--- config.mk ---
export PLATFORM = sky130hd
export DESIGN_NAME = hfosc_power_sequencer
export DESIGN_NICKNAME = d
export VERILOG_FILES = /design/src/rtl/pmu_pkg.sv /design/src/rtl/hfosc_power_sequencer_wake_sync.sv /design/src/rtl/hfosc_power_sequencer.sv
export SDC_FILE = /design/constraint.sdc
export NUM_CORES = 1
export LEC_CHECK = 0
export CAP_MARGIN = 25
export CORE_ASPECT_RATIO = 1.5
export CORE_MARGIN = 5
export CORE_UTILIZATION = 46
export DETAILED_ROUTE_END_ITERATION = 10
export PLACE_DENSITY = 0.77
export SLEW_MARGIN = 0
export SYNTH_ARGS = -nofsm -noshare
export SYNTH_HDL_FRONTEND = slang
export SYNTH_SLANG_ARGS = --single-unit
--- constraint.sdc ---
create_clock -name clk -period 1.9 [get_ports clk]
set_clock_uncertainty 0.1 [all_clocks]
set_input_delay 0.57 -clock clk [delete_from_list [all_inputs] [get_ports clk]]
set_output_delay 0.57 -clock clk [all_outputs]
set_load 0.1 [all_outputs]
--- src/rtl/pmu_pkg.sv ---
`timescale 1ns/1ps
`default_nettype none
// ============================================================================
//  Module   : pmu_pkg
//  Purpose  : Shared types and default timing constants for the HFOSC power
//             sequencer: the FSM state enum (codes exported on pmu_state),
//             the per-state HFOSC pin pattern, and a decode helper.
//  Revision : 1.0 - initial release
// ============================================================================
package pmu_pkg;

  // State codes are visible on pmu_state, so they are pinned explicitly.
  typedef enum logic [2:0] {
    PMU_OFF   = 3'd0,
    PMU_PWRUP = 3'd1,
    PMU_RUN   = 3'd2,
    PMU_DRAIN = 3'd3,
    PMU_GATE  = 3'd4
  } pmu_state_e;

  // Default timing constants (clk = always-on LF clock)
  localparam int C_NUM_WAKE_DEF  = 4;
  localparam int C_CNT_W_DEF     = 8;
  localparam int C_SETTLE_DEF    = 4;
  localparam int C_QUIET_DEF     = 2;
  localparam int C_OFF_DELAY_DEF = 8;

  // HFOSC pin pattern held in each state
  typedef struct packed {
    logic pu;   // CLKHFPU
    logic en;   // CLKHFEN
    logic rdy;  // HF clock usable by the core
  } hfosc_out_t;

  function automatic hfosc_out_t state_outputs(input pmu_state_e s);
    hfosc_out_t o;
    o = '{pu: 1'b1, en: 1'b0, rdy: 1'b0};
    case (s)
      PMU_OFF:   o = '{pu: 1'b0, en: 1'b0, rdy: 1'b0};
      PMU_PWRUP: o = '{pu: 1'b1, en: 1'b0, rdy: 1'b0};
      PMU_RUN:   o = '{pu: 1'b1, en: 1'b1, rdy: 1'b1};
      PMU_DRAIN: o = '{pu: 1'b1, en: 1'b1, rdy: 1'b1};
      PMU_GATE:  o = '{pu: 1'b1, en: 1'b0, rdy: 1'b0};
      default:   o = '{pu: 1'b1, en: 1'b0, rdy: 1'b0};
    endcase
    return o;
  endfunction

endpackage
`default_nettype wire

--- src/rtl/hfosc_power_sequencer_wake_sync.sv ---
`timescale 1ns/1ps
`default_nettype none
// ============================================================================
//  Module   : wake_sync
//  Purpose  : WIDTH-wide two-flop synchronizer bringing asynchronous wake
//             levels into the always-on clock domain.
//  Ports    : clk      - destination clock
//             rst_n    - asynchronous active-low reset (flops clear to 0)
//             i_async  - asynchronous level inputs
//             o_sync   - synchronized levels (2 clk cycles of latency)
//  Revision : 1.0 - initial release
// ============================================================================
module wake_sync #(
  parameter int WIDTH = 4
) (
  input  logic             clk,
  input  logic             rst_n,
  input  logic [WIDTH-1:0] i_async,
  output logic [WIDTH-1:0] o_sync
);

  logic [WIDTH-1:0] r_meta;
  logic [WIDTH-1:0] r_sync;

  always_ff @(posedge clk or negedge rst_n) begin
    if (!rst_n) begin
      r_meta <= '0;
      r_sync <= '0;
    end else begin
      r_meta <= i_async;
      r_sync <= r_meta;
    end
  end

  assign o_sync = r_sync;

endmodule
`default_nettype wire

--- src/rtl/hfosc_power_sequencer.sv ---
`timescale 1ns/1ps
`default_nettype none
// ============================================================================
//  Module   : hfosc_power_sequencer
//  Purpose  : Sequences iCE40 HFOSC CLKHFPU/CLKHFEN from the always-on LF
//             clock. Gates the HF clock after a sleep request plus a quiet
//             period, powers it down after a further idle delay, and brings
//             it back on any unmasked wake source.
//  Ports    : clk           - always-on LF clock
//             rst_n         - asynchronous active-low reset
//             sleep_req     - single-cycle request to gate the HF clock
//             busy          - core/memory stall, blocks gating while in DRAIN
//             wake_src      - asynchronous wake levels
//             wake_mask     - per-source enable (1 = can wake)
//             clkhf_powerup - to HFOSC CLKHFPU
//             clkhf_enable  - to HFOSC CLKHFEN
//             hf_ready      - HF clock stable and running
//             pmu_state     - current FSM state code
//             wake_cause    - sticky sources that ended the last sleep
//  Revision : 1.0 - initial release
// ============================================================================
module hfosc_power_sequencer
  import pmu_pkg::*;
#(
  parameter int NUM_WAKE      = C_NUM_WAKE_DEF,
  parameter int CNT_W         = C_CNT_W_DEF,
  parameter int SETTLE_CYCLES = C_SETTLE_DEF,
  parameter int QUIET_CYCLES  = C_QUIET_DEF,
  parameter int OFF_DELAY     = C_OFF_DELAY_DEF
) (
  input  logic                clk,
  input  logic                rst_n,
  input  logic                sleep_req,
  input  logic                busy,
  input  logic [NUM_WAKE-1:0] wake_src,
  input  logic [NUM_WAKE-1:0] wake_mask,
  output logic                clkhf_powerup,
  output logic                clkhf_enable,
  output logic                hf_ready,
  output logic [2:0]          pmu_state,
  output logic [NUM_WAKE-1:0] wake_cause
);

  // --------------------------------------------------------------------------
  // Elaboration-time parameter checks
  // --------------------------------------------------------------------------
  localparam longint C_CNT_MAX = (64'd1 << CNT_W) - 64'd1;

  if (SETTLE_CYCLES < 1 || longint'(SETTLE_CYCLES) > C_CNT_MAX) begin : g_bad_settle
    $fatal(1, "SETTLE_CYCLES out of range for CNT_W");
  end
  if (QUIET_CYCLES < 1 || longint'(QUIET_CYCLES) > C_CNT_MAX) begin : g_bad_quiet
    $fatal(1, "QUIET_CYCLES out of range for CNT_W");
  end
  if (OFF_DELAY < 1 || longint'(OFF_DELAY) > C_CNT_MAX) begin : g_bad_off
    $fatal(1, "OFF_DELAY out of range for CNT_W");
  end

  // Terminal counts: each state lasts exactly N cycles, so compare to N-1.
  localparam logic [CNT_W-1:0] C_SETTLE_LAST = CNT_W'(SETTLE_CYCLES - 1);
  localparam logic [CNT_W-1:0] C_QUIET_LAST  = CNT_W'(QUIET_CYCLES - 1);
  localparam logic [CNT_W-1:0] C_OFF_LAST    = CNT_W'(OFF_DELAY - 1);
  localparam logic [CNT_W-1:0] C_CNT_ONE     = CNT_W'(1);

  // --------------------------------------------------------------------------
  // Wake path
  // --------------------------------------------------------------------------
  logic [NUM_WAKE-1:0] w_wake_s;
  logic [NUM_WAKE-1:0] w_hit_bits;
  logic                w_wake_hit;

  wake_sync #(
    .WIDTH (NUM_WAKE)
  ) u_wake_sync (
    .clk     (clk),
    .rst_n   (rst_n),
    .i_async (wake_src),
    .o_sync  (w_wake_s)
  );

  // Masked sources still reach w_wake_s but never count as a hit.
  assign w_hit_bits = w_wake_s & wake_mask;
  assign w_wake_hit = |w_hit_bits;

  // --------------------------------------------------------------------------
  // FSM, shared counter and cause register
  // --------------------------------------------------------------------------
  pmu_state_e          r_state;
  logic [CNT_W-1:0]    r_cnt;
  logic [CNT_W-1:0]    w_cnt_inc;
  hfosc_out_t          r_out;
  logic [NUM_WAKE-1:0] r_cause;

  // Saturating increment: the counter never wraps back to 0.
  assign w_cnt_inc = (r_cnt == '1) ? r_cnt : (r_cnt + C_CNT_ONE);

  // Outputs are registered alongside the state: every transition loads the
  // pin pattern of the destination state in the same edge.
  always_ff @(posedge clk or negedge rst_n) begin
    if (!rst_n) begin
      r_state <= PMU_PWRUP;
      r_cnt   <= '0;
      r_out   <= state_outputs(PMU_PWRUP);
      r_cause <= '0;
    end else begin
      case (r_state)
        PMU_OFF: begin
          if (w_wake_hit) begin
            r_state <= PMU_PWRUP;
            r_out   <= state_outputs(PMU_PWRUP);
            r_cnt   <= '0;
            r_cause <= r_cause | w_hit_bits;
          end
        end

        // Wakes are irrelevant here: the oscillator is already coming up.
        PMU_PWRUP: begin
          if (r_cnt == C_SETTLE_LAST) begin
            r_state <= PMU_RUN;
            r_out   <= state_outputs(PMU_RUN);
            r_cnt   <= '0;
          end else begin
            r_cnt <= w_cnt_inc;
          end
        end

        // A sleep request colliding with a wake is dropped.
        PMU_RUN: begin
          if (sleep_req && !w_wake_hit) begin
            r_state <= PMU_DRAIN;
            r_out   <= state_outputs(PMU_DRAIN);
            r_cnt   <= '0;
            r_cause <= '0;
          end
        end

        // Count consecutive quiet cycles; any busy cycle restarts the count.
        PMU_DRAIN: begin
          if (w_wake_hit) begin
            r_state <= PMU_RUN;
            r_out   <= state_outputs(PMU_RUN);
            r_cnt   <= '0;
            r_cause <= r_cause | w_hit_bits;
          end else if (busy) begin
            r_cnt <= '0;
          end else if (r_cnt == C_QUIET_LAST) begin
            r_state <= PMU_GATE;
            r_out   <= state_outputs(PMU_GATE);
            r_cnt   <= '0;
          end else begin
            r_cnt <= w_cnt_inc;
          end
        end

        // Oscillator still powered: a wake returns straight to RUN, and it
        // beats the final off-delay count.
        PMU_GATE: begin
          if (w_wake_hit) begin
            r_state <= PMU_RUN;
            r_out   <= state_outputs(PMU_RUN);
            r_cnt   <= '0;
            r_cause <= r_cause | w_hit_bits;
          end else if (r_cnt == C_OFF_LAST) begin
            r_state <= PMU_OFF;
            r_out   <= state_outputs(PMU_OFF);
            r_cnt   <= '0;
          end else begin
            r_cnt <= w_cnt_inc;
          end
        end

        // Unreachable encodings restart the power-up sequence.
        default: begin
          r_state <= PMU_PWRUP;
          r_out   <= state_outputs(PMU_PWRUP);
          r_cnt   <= '0;
        end
      endcase
    end
  end

  assign clkhf_powerup = r_out.pu;
  assign clkhf_enable  = r_out.en;
  assign hf_ready      = r_out.rdy;
  assign pmu_state     = r_state;
  assign wake_cause    = r_cause;

endmodule
`default_nettype wire
======== Word-level counts from Yosys, hierarchy flattened ========
Cells that the tools add are included.
word-level totals
  logic and storage cells ................. 63
  output and inout port bits .............. 10
  register bits after elaboration ......... 26
  input bits .............................. 12
cells by class
  bitwise logic cells ..................... 2
  mux-type cells .......................... 28
  $add $sub $neg .......................... 1
  reduce and logical (&&, ||, !) cells .... 9
  equality and inequality tests ........... 15
operators with widths
  cell                   count
  $mux W8                9
  $pmux W8 S5            1
  $mux W3                13
  $pmux W3 S5            2
  $ne A3 B3 Y1 const B   3
  $add A8 B1 Y8 const B  1
  $eq A8 B1 Y1 const B   1
  $eq A8 B2 Y1 const B   1
  $eq A8 B3 Y1 const B   1
  $eq A8 B8 Y1 const B   1
  $mux W4                2
  $pmux W4 S2            1
  $eq A3 B2 Y1 const B   2
  $ne A2 B2 Y1 const B   3
  $reduce_and A6 Y1      1
  $and A4 B4 Y4          1
  $or A4 B4 Y4           1
  $reduce_or A4 Y1       1
  $eq A3 B1 Y1 const B   1
  $eq A3 B3 Y1 const B   1
  $logic_not A3 Y1       1
  $reduce_and A3 Y1      1
  $reduce_or A3 Y1       1
  $ne A2 B1 Y1 const B   1
  4 further kinds        4

======== Longest topological paths before layout ========
Gate-level depths: netlist of the first run.
  depth after elaboration ................. 6
  mapped depth ............................ 7
  mapped depth without buffers ............ 7

======== By module ========
From an unflattened synthesis of the first run, not the netlist that was laid out.
unflattened totals
  cell total of the unflattened synthesis .. 123
  area, all modules ....................... 1278.7 µm²
modules (own cells, without submodules)
  module                 sequential area each (µm²)  area an instance (µm²)  cells each  times used
  hfosc_power_sequencer  402.9                       1078.5                  115         1
  wake_sync              200.2                       200.2                   8           1

======== Worst setup path before layout of the first run ========
No wires, ideal clock.
  path kind ............................... reg2reg
  start ................................... reg r_state[1] (netlist: pmu_state[1])
  end ..................................... reg r_cnt[4]
  setup time .............................. 0.127 ns
  buffers on the path ..................... 0
  clock period less this slack ............ 2.293 ns
  required time ........................... 1.673 ns
  arrival ................................. 2.066 ns
  cell stages (with the launch flop) ...... 7
  setup slack ............................. -0.393 ns
  cells stage by stage .................... dfrtp_1 inv_1 nand2b_1 o31ai_1 a31o_4 a41oi_1 a21oi_1
between the ends
  cells in the longest elaborated chain, start to end .. 3
  elaborated cells between the ends (all ways) .. 9
  those cells by class .................... eq/ne: 6; mux: 1; reduce/logical: 2
RTL lines
  element                                                  RTL line                      source
  start, declared                                          hfosc_power_sequencer.sv:88   pmu_state_e r_state;
  start signal, assigned                                   hfosc_power_sequencer.sv:101  r_state <= PMU_PWRUP;
  start signal, assigned                                   hfosc_power_sequencer.sv:109  r_state <= PMU_PWRUP;
  start signal, assigned                                   hfosc_power_sequencer.sv:119  r_state <= PMU_RUN;
  $eq A3 B2 Y1 / $logic_not A3 Y1 (equally long branches)  hfosc_power_sequencer.sv:106  case (r_state)
  $ne A2 B2 Y1 (no source line)                            -
  $reduce_and A2 Y1 (no source line)                       -
  end signal, assigned                                     hfosc_power_sequencer.sv:123  r_cnt <= w_cnt_inc;
  end signal, assigned                                     hfosc_power_sequencer.sv:151  r_cnt <= w_cnt_inc;
  end signal, assigned                                     hfosc_power_sequencer.sv:168  r_cnt <= w_cnt_inc;
  end, declared                                            hfosc_power_sequencer.sv:89   logic [CNT_W-1:0] r_cnt;
Parallel ways exist; a longest one is shown, timed or not.
A chain may end at the register's enable or synchronous reset.

======== Worst setup path in the final report of the first run ========
  start ................................... reg r_cnt[5]
  end ..................................... reg r_state[0] (netlist: pmu_state[0])
between the ends
  cells in the longest elaborated chain, start to end .. 3
  elaborated cells between the ends (all ways) .. 7
  those cells by class .................... eq/ne: 6; reduce/logical: 1
RTL lines
  element                                                               RTL line                      source
  $eq A8 B3 Y1 (tied with other cells)                                  hfosc_power_sequencer.sv:163  end else if (r_cnt == C_OFF_LAST) begin
  $ne A3 B3 Y1 (no source line) / $ne A2 B2 Y1 (equally long branches)  -
  $reduce_and A6 Y1 (no source line) (*)                                -
  end signal, assigned                                                  hfosc_power_sequencer.sv:159  r_state <= PMU_RUN;
  end signal, assigned                                                  hfosc_power_sequencer.sv:164  r_state <= PMU_OFF;
  end signal, assigned                                                  hfosc_power_sequencer.sv:174  r_state <= PMU_PWRUP;
Mark *: on every way between the ends. The rest lies on a longest branch, timed or not.

==> results of run 1 <==
## kinds of logic after synthesis
group,share of synthesized area
AOI/OAI and AO/OA,0.226
xor gates and xnor gates,0.0206
adders and majority gates,0.0196
buffers and inverters,0.0411
DFF,0.472
and+or+nand+nor,0.220
## layer usage
metal | routed length, um | vias up
met5 | 0 | -
met4 | 152 | 0
met3 | 171 | 20
met2 | 2090 | 56
met1 | 1400 | 606
li1 | - | 534
## stage by stage
stage | setup slack, ps | utilization | cells
after floorplan | 7.69 | - | 121
after global placement | -447 | 0.648 | 191
after detailed placement | -521 | 0.648 | 191
after CTS | 1.83 | 0.689 | 199
after global routing | -142 | 0.721 | 202
final | -85.7 | 0.721 | 202
## layout make-up
cell class,instances,area share
tap,37,0.0240
sequential,24,0.318
clock buffer,3,0.0214
inverter,6,0.0117
timing repair buffer,44,0.243
multi-input combinational,87,0.366
clock inverter,1,0.0156
## path summary, 6_finish.rpt
check,start,to,slack [ps],depth (start not counted)
worst max-delay path,r_cnt[5],pmu_state[0],-90,6
worst min-delay path,u_wake_sync.r_meta[1],u_wake_sync.o_sync[1],250,0
worst max register to register,r_cnt[5],pmu_state[0],-90,6
worst min register to register,u_wake_sync.r_meta[1],u_wake_sync.o_sync[1],250,0
max in group asynchronous,rst_n,clkhf_powerup,860,2
min in group asynchronous,rst_n,pmu_state[2],560,2
## cells in the final DEF (no fill, tap or decap), types with 5 or more instances in the layout
cell type / n
nand3_1: 5
a31oi_1: 6
clkdlybuf4s50_1: 6
dfrtp_1: 20
nor2_1: 13
nand2_1: 7
buf_12: 10
inv_1: 6
buf_4: 22
a21oi_1: 8
## registers in the layout (all words and copies together), names as in the netlist
signal and flops:
pmu_state 3, wake_cause 4, u_wake_sync.r_meta 4, u_wake_sync.o_sync 4, r_cnt 8, clkhf_powerup 1
## power groups by stage
stage	Clock [uW]	Combinational, uW	Sequential (uW)
global route	475	1840	734
global placement	0	1540	713
detailed placement	0	1580	720
floorplan	0	569	1140
CTS	452	1640	714
finish	448	1770	721
## what timing repair did
action / CTS / global route
setup endpoints to repair: 16 / 15
setup buffers: 4 / 3
pin swaps: 13 / 17
gates resized for setup: 18 / 15
==> flow_summary.yaml, run 1 <==
logic_synthesis:
  ys_ff_latch: 24
  synth-edff-count: 0
  ys_async_sr_fraction: 1.00
  yosysWarnings: 0
  syn-num-nets: 135
  synth_top_cell_area_share: 0.431
  synth-seq-area-share: 0.472
  synth_cell_types: 41
  synth_cells: 121
  post_synth_main_area_contributors: "dfrtp_1 43%, nor2_1 4.4%, dfstp_2 4.1%"
  ys_top_cells_by_count: "22 x dfrtp_1, 15 x nor2_1, 8 x a21oi_1, 8 x nand2_1"
  synth.most_common_cell: "dfrtp_1"
  mappedNetlistArea_um2: 1280
  avgSynthCellArea_um2: 10.6
  ys.flop_type: "dfrtp_1"
  yosysTopAreaCell: "dfrtp_1"
clock_tree:
  cts.clk_slew.worst_paths_ps: 80
  cts_tree: "built"
  clk_latency_ps: 270
  htreeDepth: 1
  cts_hold_buf: 0
  cts_buffer_depth: 2
  numCtsBuffers: 3
  clkSinkCount: 24
  root_buffer: "clkbuf_8"
placed_design:
  place_congestion: 0.799
  placed_cell_area_um2: 1740
  place_hpwl_um: 2360
  port_buffers: 21
die:
  coreArea_um2: 2680
  start_util: 0.477
  die-area_um2: 3950
  dieHeight_um: 74.5
  die_x_um: 53.0
  rows: 23
  ios: 22
finish:
  multi_input_area_um2: 707
  fin_area_um2: 1930
  n_antenna_cell: 0
  drive_gt1_frac: 0.436
  nets: 180
  syn_to_final_growth_pct: 51.1
  seqCellArea_um2: 614
  fill_cells: 182
sta:
  slew_headroom: 0.763
  clock.fmax_mhz: 504
  holdWs_ps: 254
  report.final.slew_viol_count: 0
  worst_pin_slew_ps: 356
  finalHoldViolCount: 0
  rsz0062_at_grt: "true"
  setup_ws_ps: -85.7
  fin_setup_tns_ps: -210
  min_period_over_period: 1.05
  setup_viol: 8
  final.min_clock_period_ps: 1990
global_routing:
  grt_use_met1: 0.191
  grt_max_degree: 25
  met2_usage: 0.336
  grt.total_usage: 0.182
  grt_pass1_vias: 1223
  antenna_found_initial: 0
  top_usage_layer: "met2"
  grt_use_met3: 0.0281
  grt_pass1_wl_um: 5350
  gr-total-overflow: 0
power_and_ir_drop:
  cell_internal_pwr_uw: 1610
  clock_power_share: 0.152
  vdd_ir_drop_max_uv: 1200
  pwr-share-seq: 0.245
  p_leak_uw: 0.000795
  switching_share: 0.453
  p_sw_uw: 1330
  combPwrFrac: 0.602
  p_total_uw: 2940
  power.density_nw_per_um2: 1520
worst_setup_path:
  startpoint_type: "flop"
  critPathRequiredTime_ps: 2000
  path_max_fanout: 3
  path_class: "flop to flop"
  end_kind: "flop"
  critical_path.cell_chain: "nor4_4 > nand4_1 > nor2_2 > nor3_1 > buf_4 > o32a_1"
  critPathBufInv: 1
  critPathArrivalTime_ps: 2090
  slowest_delay_ps: 410
  crit_slowest_cell: "dfrtp_1"
  path_delay_family: "simple AND/OR/NAND/NOR gates"
detailed_routing:
  wl_per_cell_um: 18.9
  ant_nets: 0
  wl_um: 3810
  route.detailed.drc: 0
  drtIter0Drc: 70
  firstDrtPassIters: 4
  via_per_inst: 6.02
  vias: 1216
outcome:
  violations: "negative setup slack"
  status: "finished, violations left"
min_path:
  hold_path_class: "flop to flop"
job:
  max_cap_violations: 0
Power figures use the tool's default switching activity.
==> inputs of run 2 (changes only) <==
MAX_ROUTING_LAYER = met4   (was not set)
==> flow_summary.yaml, run 2 (synthesized netlist as in run 1, its figures left out) <==
outcome:
  status: "finished, violations left"
  violations: "negative setup slack"
min_path:
  holdPathEnd: "u_wake_sync.o_sync[1]"
  holdPathStages: 0
  holdCritStartpoint: "u_wake_sync.r_meta[1]"
  hold_path_class: "flop to flop"
detailed_routing:
  vias: 1211
  drtIter0Drc: 68
  wl_um: 3750
  ant_nets: 0
  via_per_inst: 6.00
  wl_per_cell_um: 18.6
  firstDrtPassIters: 6
  route.detailed.drc: 0
global_routing:
  gr-total-overflow: 0
  grt_pass1_wl_um: 5350
  antenna_found_initial: 0
  grt.total_usage: 0.188
  grt_pass1_vias: 1223
  grt_max_degree: 25
clock_tree:
  cts.clk_slew.worst_paths_ps: 80
  numCtsBuffers: 3
  cts_buffer_depth: 2
  root_buffer: "clkbuf_8"
  clk_latency_ps: 270
  cts_tree: "built"
  htreeDepth: 1
  clkSinkCount: 24
worst_setup_path:
  startpoint_type: "flop"
  path_class: "flop to flop"
  r2r_start: "r_cnt[5]"
  crit_slowest_cell: "dfrtp_1"
  end_kind: "flop"
  rrSetupSlack_ps: -100
  rr_endpoint: "pmu_state[0]"
  critPathArrivalTime_ps: 2110
  cp-startpoint: "r_cnt[5]"
  critical_path.cell_chain: "nor4_4 > nand4_1 > nor2_2 > nor3_1 > buf_4 > o32a_1"
  r2r_cells: 6
  slowest_delay_ps: 410
  critPathRequiredTime_ps: 2000
  path_max_fanout: 3
die:
  rows: 23
  dieHeight_um: 74.5
  die_x_um: 53.0
  die-area_um2: 3950
  start_util: 0.477
  coreArea_um2: 2680
  ios: 22
sta:
  min_period_over_period: 1.06
  slew_headroom: 0.764
  clock.fmax_mhz: 499
  setup_ws_ps: -105
  holdWs_ps: 254
  setup_viol: 5
  finalHoldViolCount: 0
  report.final.slew_viol_count: 0
  rsz0062_at_grt: "true"
  final.min_clock_period_ps: 2000
  worst_pin_slew_ps: 354
power_and_ir_drop:
  vdd_ir_drop_max_uv: 1200
  p_leak_uw: 0.000795
  p_total_uw: 2940
  power.density_nw_per_um2: 1520
finish:
  seqCellArea_um2: 614
  regMostFlops: "r_cnt"
  multi_input_area_um2: 707
  largest_reg_flops: 8
  n_antenna_cell: 0
  layout.cells.most_common_list: "22 x buf_4, 20 x dfrtp_1, 13 x nor2_1, 10 x buf_12, 8 x a21oi_1"
  nets: 180
  fill_cells: 182
  syn_to_final_growth_pct: 51.1
  layout_commonest_cell: "buf_4"
  drive_gt1_frac: 0.436
job:
  max_cap_violations: 0
placed_design:
  place_hpwl_um: 2360
  port_buffers: 21
  place_congestion: 0.811
run 2: cell counts in the layout (fill, tap and decap cells not counted):
No cell type changed its count.
run 2: repair_timing:
item,CTS,global route
endpoints found under the setup margin,16,15
buffers inserted,4,3
resized for setup,18,15
pin swaps,13,17
hold buffers,0,0
run 2: layout make-up:
type / count / share of cell area
multi-input cells: 87 / 0.366
flip-flops and latches: 24 / 0.318
repair buffers: 44 / 0.243
well taps: 37 / 0.0240
clock buffers: 3 / 0.0214
clock inverters: 1 / 0.0156
inverters: 6 / 0.0117
run 2: critical path, delay by kind of cell (launching register included):
| family | cells | cell delay, ps |
|---|---|---|
| flops | 1 | 410 |
| compound gates | 1 | 280 |
| buf+inv | 1 | 140 |
| simple gates | 4 | 1010 |
run 2: routing by layer:
metal  vias up  part of all wire  wire length, um  track usage
met3        19             0.048              179       0.0281
met5         -                 0                0            -
met1       595              0.37             1400        0.191
met2        63              0.54             2010        0.336
met4         0             0.044              165        0.105
li1        534                 -                -            -
run 2: metrics by stage:
step | setup slack [ps] | cells | setup TNS (ps) | cell area [um2] | utilization
4_1_cts | 1.83 | 199 | 0 | 1840 | 0.689
5_1_grt | -142 | 202 | -1170 | 1930 | 0.721
3_3_place_gp | -447 | 191 | -6070 | 1740 | 0.648
3_5_place_dp | -521 | 191 | -6960 | 1740 | 0.648
6_report | -105 | 202 | -261 | 1930 | 0.721
2_1_floorplan | 7.69 | 121 | 0 | 1290 | -
run 2: power breakdown:
| group | leakage (uW) | switching (uW) | internal (uW) |
|---|---|---|---|
| Sequential | 0.000290 | 102 | 618 |
| Clock | 0.0000357 | 168 | 282 |
| Combinational | 0.000469 | 1060 | 708 |
| Total | 0.000795 | 1330 | 1610 |
run 2: worst max-delay path by stage:
stage,end,cells past startpoint
after global routing,pmu_state[0],6
after detailed placement,pmu_state[1],7
after floorplan,pmu_state[0],5
after CTS,r_cnt[4],6
final,pmu_state[0],6
after global placement,pmu_state[1],7
